[src/rtl/atri_i2c_cmd_loader_pkg.sv]
`default_nettype none
// ============================================================================
// Module   : atri_i2c_cmd_loader_pkg
// Brief    : Shared encodings for the I2C command loader: FSM states,
//            status codes and command frame header offsets.
// Revision : 1.0 - initial release
// ============================================================================
package atri_i2c_cmd_loader_pkg;

    localparam int c_state_w = 4;

    localparam logic [c_state_w-1:0] c_s_h0      = 4'd0;
    localparam logic [c_state_w-1:0] c_s_h1      = 4'd1;
    localparam logic [c_state_w-1:0] c_s_h2      = 4'd2;
    localparam logic [c_state_w-1:0] c_s_write   = 4'd3;
    localparam logic [c_state_w-1:0] c_s_jump    = 4'd4;
    localparam logic [c_state_w-1:0] c_s_wait    = 4'd5;
    localparam logic [c_state_w-1:0] c_s_drain   = 4'd6;
    localparam logic [c_state_w-1:0] c_s_status  = 4'd7;
    localparam logic [c_state_w-1:0] c_s_rd_addr = 4'd8;
    localparam logic [c_state_w-1:0] c_s_rd_wait = 4'd9;
    localparam logic [c_state_w-1:0] c_s_rd_out  = 4'd10;

    localparam logic [7:0] ST_OK      = 8'h00;
    localparam logic [7:0] ST_TIMEOUT = 8'h01;
    localparam logic [7:0] ST_LENERR  = 8'h02;

    // Byte positions of the frame header; payload follows at c_hdr_len.
    localparam int c_hdr_target = 0;
    localparam int c_hdr_wr_len = 1;
    localparam int c_hdr_rd_len = 2;
    localparam int c_hdr_len    = 3;

endpackage
`default_nettype wire

[src/rtl/atri_i2c_cmd_loader.sv]
`default_nettype none
// ============================================================================
// Module   : atri_i2c_cmd_loader
// Brief    : Host command front end for the PicoBlaze I2C controller. Loads
//            the payload into the RAM window, patches the jump slot, waits for
//            completion and streams back status plus result bytes.
// Revision : 1.0 - initial release
// ============================================================================
module atri_i2c_cmd_loader
    import atri_i2c_cmd_loader_pkg::*;
#(
    parameter logic [7:0] CMD_BASE = 8'h00,
    parameter logic [7:0] RSP_BASE = 8'h80,
    parameter int         MAX_LEN  = 64,
    parameter int         TIMEOUT  = 1000000,
    parameter int         TO_W     = 20
) (
    input  logic       clk,
    input  logic       rst,
    input  logic [7:0] cmd_data,
    input  logic       cmd_valid,
    output logic       cmd_ready,
    output logic [7:0] rsp_data,
    output logic       rsp_valid,
    input  logic       rsp_ready,
    output logic [7:0] ram_address,
    output logic [7:0] ram_data_in,
    output logic       ram_wr_stb,
    output logic       jump_wr_stb,
    input  logic [7:0] ram_data_out,
    input  logic       pb_done,
    output logic       busy
);

    localparam logic [7:0]      c_max_len = 8'(MAX_LEN);
    localparam logic [TO_W-1:0] c_to_last = TO_W'(TIMEOUT - 1);

    logic [c_state_w-1:0] r_state, w_state_nxt;
    logic [7:0]           r_target, w_target_nxt;
    logic [7:0]           r_wr_len, w_wr_len_nxt;
    logic [7:0]           r_rd_len, w_rd_len_nxt;
    logic [6:0]           r_idx, w_idx_nxt;
    logic [7:0]           r_err, w_err_nxt;
    logic [TO_W-1:0]      r_cnt, w_cnt_nxt;

    logic       r_cmd_ready, w_cmd_ready_nxt;
    logic [7:0] r_rsp_data, w_rsp_data_nxt;
    logic       r_rsp_valid, w_rsp_valid_nxt;
    logic [7:0] r_ram_address, w_ram_address_nxt;
    logic [7:0] r_ram_data_in, w_ram_data_in_nxt;
    logic       r_ram_wr_stb, w_ram_wr_stb_nxt;
    logic       r_jump_wr_stb, w_jump_wr_stb_nxt;
    logic       r_busy, w_busy_nxt;

    logic w_cmd_acc;
    logic w_rsp_acc;

    assign w_cmd_acc = cmd_valid & r_cmd_ready;
    assign w_rsp_acc = r_rsp_valid & rsp_ready;

    always_ff @(posedge clk or posedge rst) begin
        if (rst) begin
            r_state       <= c_s_h0;
            r_target      <= '0;
            r_wr_len      <= '0;
            r_rd_len      <= '0;
            r_idx         <= '0;
            r_err         <= '0;
            r_cnt         <= '0;
            r_cmd_ready   <= 1'b1;
            r_rsp_data    <= '0;
            r_rsp_valid   <= 1'b0;
            r_ram_address <= '0;
            r_ram_data_in <= '0;
            r_ram_wr_stb  <= 1'b0;
            r_jump_wr_stb <= 1'b0;
            r_busy        <= 1'b0;
        end else begin
            r_state       <= w_state_nxt;
            r_target      <= w_target_nxt;
            r_wr_len      <= w_wr_len_nxt;
            r_rd_len      <= w_rd_len_nxt;
            r_idx         <= w_idx_nxt;
            r_err         <= w_err_nxt;
            r_cnt         <= w_cnt_nxt;
            r_cmd_ready   <= w_cmd_ready_nxt;
            r_rsp_data    <= w_rsp_data_nxt;
            r_rsp_valid   <= w_rsp_valid_nxt;
            r_ram_address <= w_ram_address_nxt;
            r_ram_data_in <= w_ram_data_in_nxt;
            r_ram_wr_stb  <= w_ram_wr_stb_nxt;
            r_jump_wr_stb <= w_jump_wr_stb_nxt;
            r_busy        <= w_busy_nxt;
        end
    end

    always_comb begin
        w_state_nxt       = r_state;
        w_target_nxt      = r_target;
        w_wr_len_nxt      = r_wr_len;
        w_rd_len_nxt      = r_rd_len;
        w_idx_nxt         = r_idx;
        w_err_nxt         = r_err;
        w_cnt_nxt         = '0;
        w_rsp_data_nxt    = r_rsp_data;
        w_ram_address_nxt = r_ram_address;
        w_ram_data_in_nxt = r_ram_data_in;
        w_ram_wr_stb_nxt  = 1'b0;

        case (r_state)
            c_s_h0: begin
                if (w_cmd_acc) begin
                    w_target_nxt = cmd_data;
                    w_state_nxt  = c_s_h1;
                end
            end
            c_s_h1: begin
                if (w_cmd_acc) begin
                    w_wr_len_nxt = cmd_data;
                    w_state_nxt  = c_s_h2;
                end
            end
            c_s_h2: begin
                if (w_cmd_acc) begin
                    w_rd_len_nxt = cmd_data;
                    w_idx_nxt    = '0;
                    if ((r_wr_len > c_max_len) || (cmd_data > c_max_len)) begin
                        w_err_nxt   = ST_LENERR;
                        w_state_nxt = (r_wr_len == 8'd0) ? c_s_status : c_s_drain;
                    end else begin
                        w_state_nxt = (r_wr_len == 8'd0) ? c_s_jump : c_s_write;
                    end
                end
            end
            c_s_write: begin
                // The strobe cycle doubles as the byte-count decision point.
                if (r_ram_wr_stb) begin
                    if ({1'b0, r_idx} == r_wr_len - 8'd1) begin
                        w_state_nxt = c_s_jump;
                    end else begin
                        w_idx_nxt = r_idx + 7'd1;
                    end
                end else if (w_cmd_acc) begin
                    w_ram_address_nxt = CMD_BASE + {1'b0, r_idx};
                    w_ram_data_in_nxt = cmd_data;
                    w_ram_wr_stb_nxt  = 1'b1;
                end
            end
            c_s_jump: begin
                w_cnt_nxt   = r_cnt + 1'b1;
                w_state_nxt = c_s_wait;
            end
            c_s_wait: begin
                // Counter runs from the jump cycle, so expiry lands the
                // status byte TIMEOUT cycles after the jump strobe.
                if (pb_done) begin
                    w_err_nxt   = ST_OK;
                    w_state_nxt = c_s_status;
                end else if (r_cnt >= c_to_last) begin
                    w_err_nxt   = ST_TIMEOUT;
                    w_state_nxt = c_s_status;
                end else begin
                    w_cnt_nxt = r_cnt + 1'b1;
                end
            end
            c_s_drain: begin
                // wr_len can exceed the 7-bit index here, so count it down.
                if (w_cmd_acc) begin
                    if (r_wr_len == 8'd1) begin
                        w_state_nxt = c_s_status;
                    end else begin
                        w_wr_len_nxt = r_wr_len - 8'd1;
                    end
                end
            end
            c_s_status: begin
                if (w_rsp_acc) begin
                    if ((r_err == ST_OK) && (r_rd_len != 8'd0)) begin
                        w_idx_nxt   = '0;
                        w_state_nxt = c_s_rd_addr;
                    end else begin
                        w_state_nxt = c_s_h0;
                    end
                end
            end
            c_s_rd_addr: begin
                w_state_nxt = c_s_rd_wait;
            end
            c_s_rd_wait: begin
                w_rsp_data_nxt = ram_data_out;
                w_state_nxt    = c_s_rd_out;
            end
            c_s_rd_out: begin
                if (w_rsp_acc) begin
                    if ({1'b0, r_idx} == r_rd_len - 8'd1) begin
                        w_state_nxt = c_s_h0;
                    end else begin
                        w_idx_nxt   = r_idx + 7'd1;
                        w_state_nxt = c_s_rd_addr;
                    end
                end
            end
            default: begin
                w_state_nxt = c_s_h0;
            end
        endcase

        // Registered outputs follow the state being entered.
        if (w_state_nxt == c_s_status) begin
            w_rsp_data_nxt = w_err_nxt;
        end
        if (w_state_nxt == c_s_rd_addr) begin
            w_ram_address_nxt = RSP_BASE + {1'b0, w_idx_nxt};
        end
        if (w_state_nxt == c_s_jump) begin
            w_ram_data_in_nxt = w_target_nxt;
        end

        w_cmd_ready_nxt   = (w_state_nxt == c_s_h0) || (w_state_nxt == c_s_h1) ||
                            (w_state_nxt == c_s_h2) || (w_state_nxt == c_s_drain) ||
                            ((w_state_nxt == c_s_write) && !w_ram_wr_stb_nxt);
        w_rsp_valid_nxt   = (w_state_nxt == c_s_status) || (w_state_nxt == c_s_rd_out);
        w_jump_wr_stb_nxt = (w_state_nxt == c_s_jump);
        w_busy_nxt        = (w_state_nxt != c_s_h0);
    end

    assign cmd_ready   = r_cmd_ready;
    assign rsp_data    = r_rsp_data;
    assign rsp_valid   = r_rsp_valid;
    assign ram_address = r_ram_address;
    assign ram_data_in = r_ram_data_in;
    assign ram_wr_stb  = r_ram_wr_stb;
    assign jump_wr_stb = r_jump_wr_stb;
    assign busy        = r_busy;

endmodule
`default_nettype wire
[config.mk]
export PLATFORM = sky130hd
export DESIGN_NAME = atri_i2c_cmd_loader
export DESIGN_NICKNAME = d
export VERILOG_FILES = /design/src/rtl/atri_i2c_cmd_loader_pkg.sv /design/src/rtl/atri_i2c_cmd_loader.sv
export SDC_FILE = /design/constraint.sdc
export NUM_CORES = 1
export LEC_CHECK = 0
export BUFFER_PORTS_ARGS = -buffer_cell sky130_fd_sc_hd__buf_2
export CAP_MARGIN = 25
export CORE_MARGIN = 1
export CORE_UTILIZATION = 30
export DETAILED_ROUTE_END_ITERATION = 7
export GPL_ROUTABILITY_DRIVEN = 1
export GPL_TIMING_DRIVEN = 0
export SETUP_SLACK_MARGIN = 0.3
export SLEW_MARGIN = 20
export SYNTH_ARGS = -nofsm -noshare
export SYNTH_HDL_FRONTEND = slang
export SYNTH_SLANG_ARGS = --single-unit
[constraint.sdc]
create_clock -name clk -period 4.7 [get_ports clk]
set_clock_uncertainty 0.2 [all_clocks]
set_input_delay 0.94 -clock clk [delete_from_list [all_inputs] [get_ports clk]]
set_output_delay 0.94 -clock clk [all_outputs]
set_load 0.05 [all_outputs]
==> Word level (Yosys, flattened, before mapping) <==
Index checks and enable logic that the tools add are counted.
{ "word_totals": {"inputBits": 21, "ff_bits": 92, "elab_cells": 127} }
{ "op_classes": {"bitwise_logic": 2, "n_addsub": 5, "n_lt_le_gt_ge": 3, "muxes": 51, "n_reduce_logical": 25, "eq_ne": 26} }
{ "ops": {"columns": ["op", "n"], "rows": [
  ["$mux W8", 18],
  ["$mux W4", 13],
  ["$mux W7", 7],
  ["$pmux W4 S11", 1],
  ["$mux W20", 2],
  ["$pmux W20 S2", 1],
  ["$pmux W8 S2", 2],
  ["$eq A4 B3 Y1 const B", 7],
  ["$pmux W7 S4", 1],
  ["$add A20 B1 Y20 const B", 1],
  ["$eq A4 B4 Y1 const B", 5],
  ["$ge A20 B20 Y1 const B", 1],
  ["$eq A4 B2 Y1 const B", 4],
  ["$eq A7 B8 Y1", 2],
  ["$gt A8 B7 Y1 const B", 2],
  ["$logic_not A8 Y1", 2],
  ["$sub A8 B1 Y8 const B", 2],
  ["$reduce_bool A2 Y1", 6],
  ["$add A8 B7 Y8 const A", 1],
  ["$eq A4 B1 Y1 const B", 2],
  ["$eq A8 B1 Y1 const B", 1],
  ["$logic_not A4 Y1", 2],
  ["$reduce_bool A8 Y1", 1],
  ["$add A7 B1 Y7 const B", 1],
  ["12 further kinds", 27]
]} }

==> Longest topological paths before layout <==
{ "logic_depth": {"ltp_word": 10, "mapped_depth": 14} }

==> Least setup slack after synthesis <==
OpenSTA, ideal clock, no wires.
{ "synth_timing": {"kind": "input to register", "from": "input cmd_data[0]", "to": "register r_rsp_data[0], in the netlist rsp_data[0]", "t_required_ps": 4375, "t_arrival_ps": 3851, "path_buffers": 0, "slack_ps": 524, "path_stages": 11, "path_cell_list": "or4_1 > o31a_1 > a2111oi_4 > ha_1 > nor3_1 > a21oi_1 > nor3_1 > a211oi_1 > nand2_2 > nand3_4 > mux2_4"} }
{ "synth_via": {"elab_chain_len": 7, "word_cells_on_any_way": 11, "classes_between": "1 x order compare; 1 x eq/ne; 7 x mux; 2 x reduce/logical"} }
{ "synth_rtl": {"columns": ["element", "line", "source"], "rows": [
  ["start: declaration", "atri_i2c_cmd_loader.sv:20", "input logic [7:0] cmd_data,"],
  ["$gt A8 B7 Y1 (*)", "atri_i2c_cmd_loader.sv:127", "if ((r_wr_len > c_max_len) || (cmd_data > c_max_len)) begin"],
  ["$logic_or A1 B1 Y1 (*)", "atri_i2c_cmd_loader.sv:127", null],
  ["$mux W3 (*)", "atri_i2c_cmd_loader.sv:127", null],
  ["$mux W4 (*)", "atri_i2c_cmd_loader.sv:124", "if (w_cmd_acc) begin"],
  ["$pmux W4 S11 (*)", "atri_i2c_cmd_loader.sv:110", "case (r_state)"],
  ["net w_state_nxt[0]", "atri_i2c_cmd_loader.sv:38", "logic [c_state_w-1:0] r_state, w_state_nxt;"],
  ["$eq A4 B3 Y1 (*)", "atri_i2c_cmd_loader.sv:209", "if (w_state_nxt == c_s_status) begin"],
  ["$mux W8 / $reduce_bool A2 Y1 (equally long branches)", null, null],
  ["end signal: assignment", "atri_i2c_cmd_loader.sv:87", "r_rsp_data <= w_rsp_data_nxt;"],
  ["end: declaration", "atri_i2c_cmd_loader.sv:47", "logic [7:0] r_rsp_data, w_rsp_data_nxt;"]
]} }
Mark *: on every way through the listed nets, which the timed path passes. The rest lies on a longest branch.
A chain may end at the register's enable or synchronous reset.

==> Final worst setup path <==
{ "layout_timing": {"from": "register r_wr_len[0]", "to": "register r_rsp_data[2], in the netlist rsp_data[2]"} }
{ "layout_via": {"elab_chain_len": 7, "word_cells_on_any_way": 21, "classes_between": "1 x add/sub; 1 x order compare; 3 x eq/ne; 13 x mux; 3 x reduce/logical"} }
{ "layout_rtl": {"columns": ["element", "line", "source"], "rows": [
  ["start: declaration", "atri_i2c_cmd_loader.sv:40", "logic [7:0] r_wr_len, w_wr_len_nxt;"],
  ["start signal: assignment", "atri_i2c_cmd_loader.sv:81", "r_wr_len <= w_wr_len_nxt;"],
  ["$sub A8 B1 Y8 (tied with other cells)", "atri_i2c_cmd_loader.sv:138", "if ({1'b0, r_idx} == r_wr_len - 8'd1) begin"],
  ["$eq A7 B8 Y1 (tied with other cells)", "atri_i2c_cmd_loader.sv:138", null],
  ["$mux W4 / $mux W3 (equally long branches)", "atri_i2c_cmd_loader.sv:138, atri_i2c_cmd_loader.sv:127", null],
  ["$mux W4, on equally long branches", "atri_i2c_cmd_loader.sv:137, atri_i2c_cmd_loader.sv:124", null],
  ["$pmux W4 S11 (*)", "atri_i2c_cmd_loader.sv:110", null],
  ["net w_state_nxt[1]", "atri_i2c_cmd_loader.sv:38", null],
  ["$eq A4 B3 Y1 (*)", "atri_i2c_cmd_loader.sv:209", null],
  ["$mux W8 / $reduce_bool A2 Y1 (equally long branches)", null, null]
]} }
Marks and branches as above.

==> flow_metrics.tcl <==
set metrics [dict create \
    synth_flop_cell "dfrtp_1" \
    globalplace.congestion 0.853 \
    reg2regPathDepth 12 \
    grt_pass1_wl_mm 20.1 \
    first_pass_iters 4 \
    grt_usage_pct 14.4 \
    fmax_ghz 0.246 \
    synth_area_sq_mm 0.00512 \
    finalCritPeriodShare_pct 86.4 \
    clkLatencyLatePin_ns 0.35 \
    dieArea_sq_mm 0.0176 \
    grt_max_degree 73 \
    synthArstFlopShare_pct 100 \
    die_w_um 133 \
    cts_max_path_buffers 2 \
    path_class "flop to flop" \
    cp-start-kind "flop" \
    setup_viol 0 \
    cp_max_fo 9 \
    drc 0 \
    rsz0062_at_grt "no" \
    grt_pass1_vias 3922 \
    worstSetupEndpointType "flop" \
    hp-start "r_cnt[0]$_DFF_PP0_" \
    yosys_warnings 0 \
    drt-total-wl_mm 11.8 \
    vias 3971 \
    tightest_slew_ns 0.861 \
    hold_viol 0 \
    power_density_mw_per_mm2 328 \
    htreeDepth 3 \
    rr_endpoint "rsp_data[2]$_DFFE_PP0P_" \
    area_growth_pct 16.9 \
    whs_ns 0.262 \
    cts_hold_buffers 0 \
    num_rows 47 \
    power.total_mw 1.96 \
    final-max-slew-violation-count 0 \
    critical_path.max_stage_delay_ns 0.47 \
    yosysSeqAreaShare_pct 45.0 \
    fillCellCount 1660 \
    cts_made_buffers 9 \
    cts_setup_buffers 0 \
    holdPathStages 1 \
    clk_pin_slew_ns 0.06 \
    hold_class "flop to flop" \
    drtIter0Drc 189 \
    antenna_found_initial 0 \
    r2r_slack_ns 0.64 \
    syn_nets 542 \
    io_buffers 49 \
    cp_slowest_cell "dfrtp_1" \
    fp.coreArea_sq_mm 0.0166 \
    regArea_sq_mm 0.00230 \
    worst_ep_required_time_ns 4.73 \
    maxCapViolCount 0 \
    insertedDiodeCount 0 \
    rr_startpoint "r_wr_len[0]$_DFFE_PP0P_" \
    ys_ff_latch 92 \
    fin_nets 603 \
    netlist_instances 513 \
    drive_gt1_share_pct 23.5 \
    clkSinkCount 92 \
    multi_input_area_sq_mm 0.00263 \
    fin_setup_tns_ns 0 \
    overflow 0 \
    antenna_left 0 \
    vdd_drop_max_uv 190 \
    cts_tree "done" \
    fin_crit_ns 4.06 \
    root_buffer "clkbuf_16" \
    status "finished, final reports clean" \
    path_common_cell "ha_1" \
    crit_arrival_ns 4.09 \
    layout_common_cells "91 x dfrtp_1, 60 x nor2_1, 56 x buf_2, 33 x nand2_1, 31 x o21ai_0" \
    via_per_inst 4.97 \
    yosysUniqueCellTypes 72 \
    layout_commonest_cell "dfrtp_1" \
    synth_edf_count 0 \
    start_util_pct 30.8 \
    path_cells "inv_1 -> ha_1 -> or3b_4 -> or2_1 -> a2111oi_4 -> ha_1 -> a311oi_1 -> a31o_2 -> a31oi_2 -> nand3_2 -> nand3_4 -> mux2_4" \
    die_h_um 133 \
    io_pins 50 \
    hold_end "r_cnt[0]$_DFF_PP0_" \
    leakagePower_nw 2.76 \
    wl_per_cell_um 14.8 \
    worst_slew_margin_rel_pct 42.4 \
    dpl.hpwl_mm 8.64 \
    syn_area_per_cell_sq_um 9.98 \
]
[synth_stat cells, drive strengths merged (3+ instances only)]
cell type  number  share of area, %
ha              8               2.0
dfrtp          91                44
nand4b          3              0.51
o21a            5              0.73
a211oi          4              0.78
o21bai          3              0.51
nand2b          6              0.73
or2             3              0.37
mux2           32               7.6
inv            19               1.4
mux2i          13               2.5
a21o            5              0.76
o31a            3              0.51
nor2           61               4.5
nor3           20               2.2
xor2           17               2.9
o21ai          33               3.3
xnor2          19               3.3
a221o           3              0.61
and3            5              0.61
nor3b           4              0.59
clkbuf          8              0.59
a21oi          25               2.5
nand3          21               2.4
nand4           7               1.4
nand2          34               2.5
and2           12               1.5
nor4            6               1.0
buf            14               1.8
[flip-flops by register name, indices dropped and copies added, names as in the netlist]
register / cells
r_cnt: 20
r_state: 4
r_err: 8
busy: 1
ram_address: 8
r_rd_len: 8
r_wr_len: 8
cmd_ready: 1
r_target: 8
ram_wr_stb: 1
ram_data_in: 8
r_idx: 7
jump_wr_stb: 1
rsp_data: 8
rsp_valid: 1
[area by class of cell]
cell class / count / area share [%]
Buffer: 22 / 2.03
Clock buffer: 10 / 3.99
Clock inverter: 6 / 1.07
Inverter: 19 / 1.28
Multi-Input combinational cell: 380 / 44.0
Sequential cell: 92 / 38.5
Tap cell: 220 / 4.60
Timing Repair Buffer: 50 / 4.56
[per-stage QoR]
step / instance area [sq um] / instances / setup slack [ns] / utilization [%]
CTS: 5970 / 799 / 0.315 / 35.9
global placement: 5640 / 782 / 0.0869 / 33.9
finish: 5990 / 799 / 0.639 / 36.0
global route: 5990 / 799 / 0.385 / 36.0
floorplan: 5120 / 513 / 0.524 / -
detailed placement: 5670 / 783 / 0.0470 / 34.1
[repair_timing]
item | 4_1_cts | 5_1_grt
endpoints found under the hold margin | 0 | 0
setup endpoints to repair | 0 | 25
resized for setup | 0 | 2
[how the worst max path moves through the flow]
stage / to / depth (start not counted) / slack, ns / from
floorplan: rsp_data[0]$_DFFE_PP0P_ / 11 / 0.52 / cmd_data[0]
global placement: rsp_data[4]$_DFFE_PP0P_ / 2 / 0.09 / rst
detailed placement: rsp_data[7]$_DFFE_PP0P_ / 12 / 0.05 / cmd_data[0]
CTS: rsp_data[5]$_DFFE_PP0P_ / 13 / 0.32 / r_wr_len[0]$_DFFE_PP0P_
global route: rsp_data[5]$_DFFE_PP0P_ / 13 / 0.39 / r_wr_len[0]$_DFFE_PP0P_
finish: rsp_data[2]$_DFFE_PP0P_ / 12 / 0.64 / r_wr_len[0]$_DFFE_PP0P_
[report_power, final]
| group | switching [mW] | internal [mW] |
|---|---|---|
| combinational | 0.240 | 0.111 |
| sequential | 0.0401 | 0.838 |
| clock | 0.308 | 0.425 |
| total | 0.588 | 1.37 |
[metal layers]
layer / wire (um) / track usage [%] / vias to the layer above
li1: - / - / 1943
met1: 5640 / 19.8 / 1943
met2: 5420 / 22.5 / 70
met3: 534 / 2.38 / 15
met4: 208 / 6.32 / 0
met5: 0 / 0 / -
[logic make-up (layout without fill, tap and decap cells)]
family	count (synthesis)	in the layout	share of synthesized area, %
flip-flops	92	92	45.0
multiplexers	45	45	10.2
XOR/XNOR	36	36	6.16
AND/OR/NAND/NOR	192	192	20.0
buffers and inverters	41	107	3.76
AO/OA/AOI/OAI	99	99	13.0
adder cells (fa/ha/maj)	8	8	1.96
[critical path, delay by kind of cell (launching register included)]
family | cells | cell delay [ns]
AO/OA/AOI/OAI | 4 | 1.14
adder cells (fa/ha/maj) | 2 | 0.52
buffers and inverters | 1 | 0.09
flip-flops | 1 | 0.47
multiplexers | 1 | 0.32
AND/OR/NAND/NOR | 4 | 1.20
Note: power is estimated with default switching activity, not from simulation.
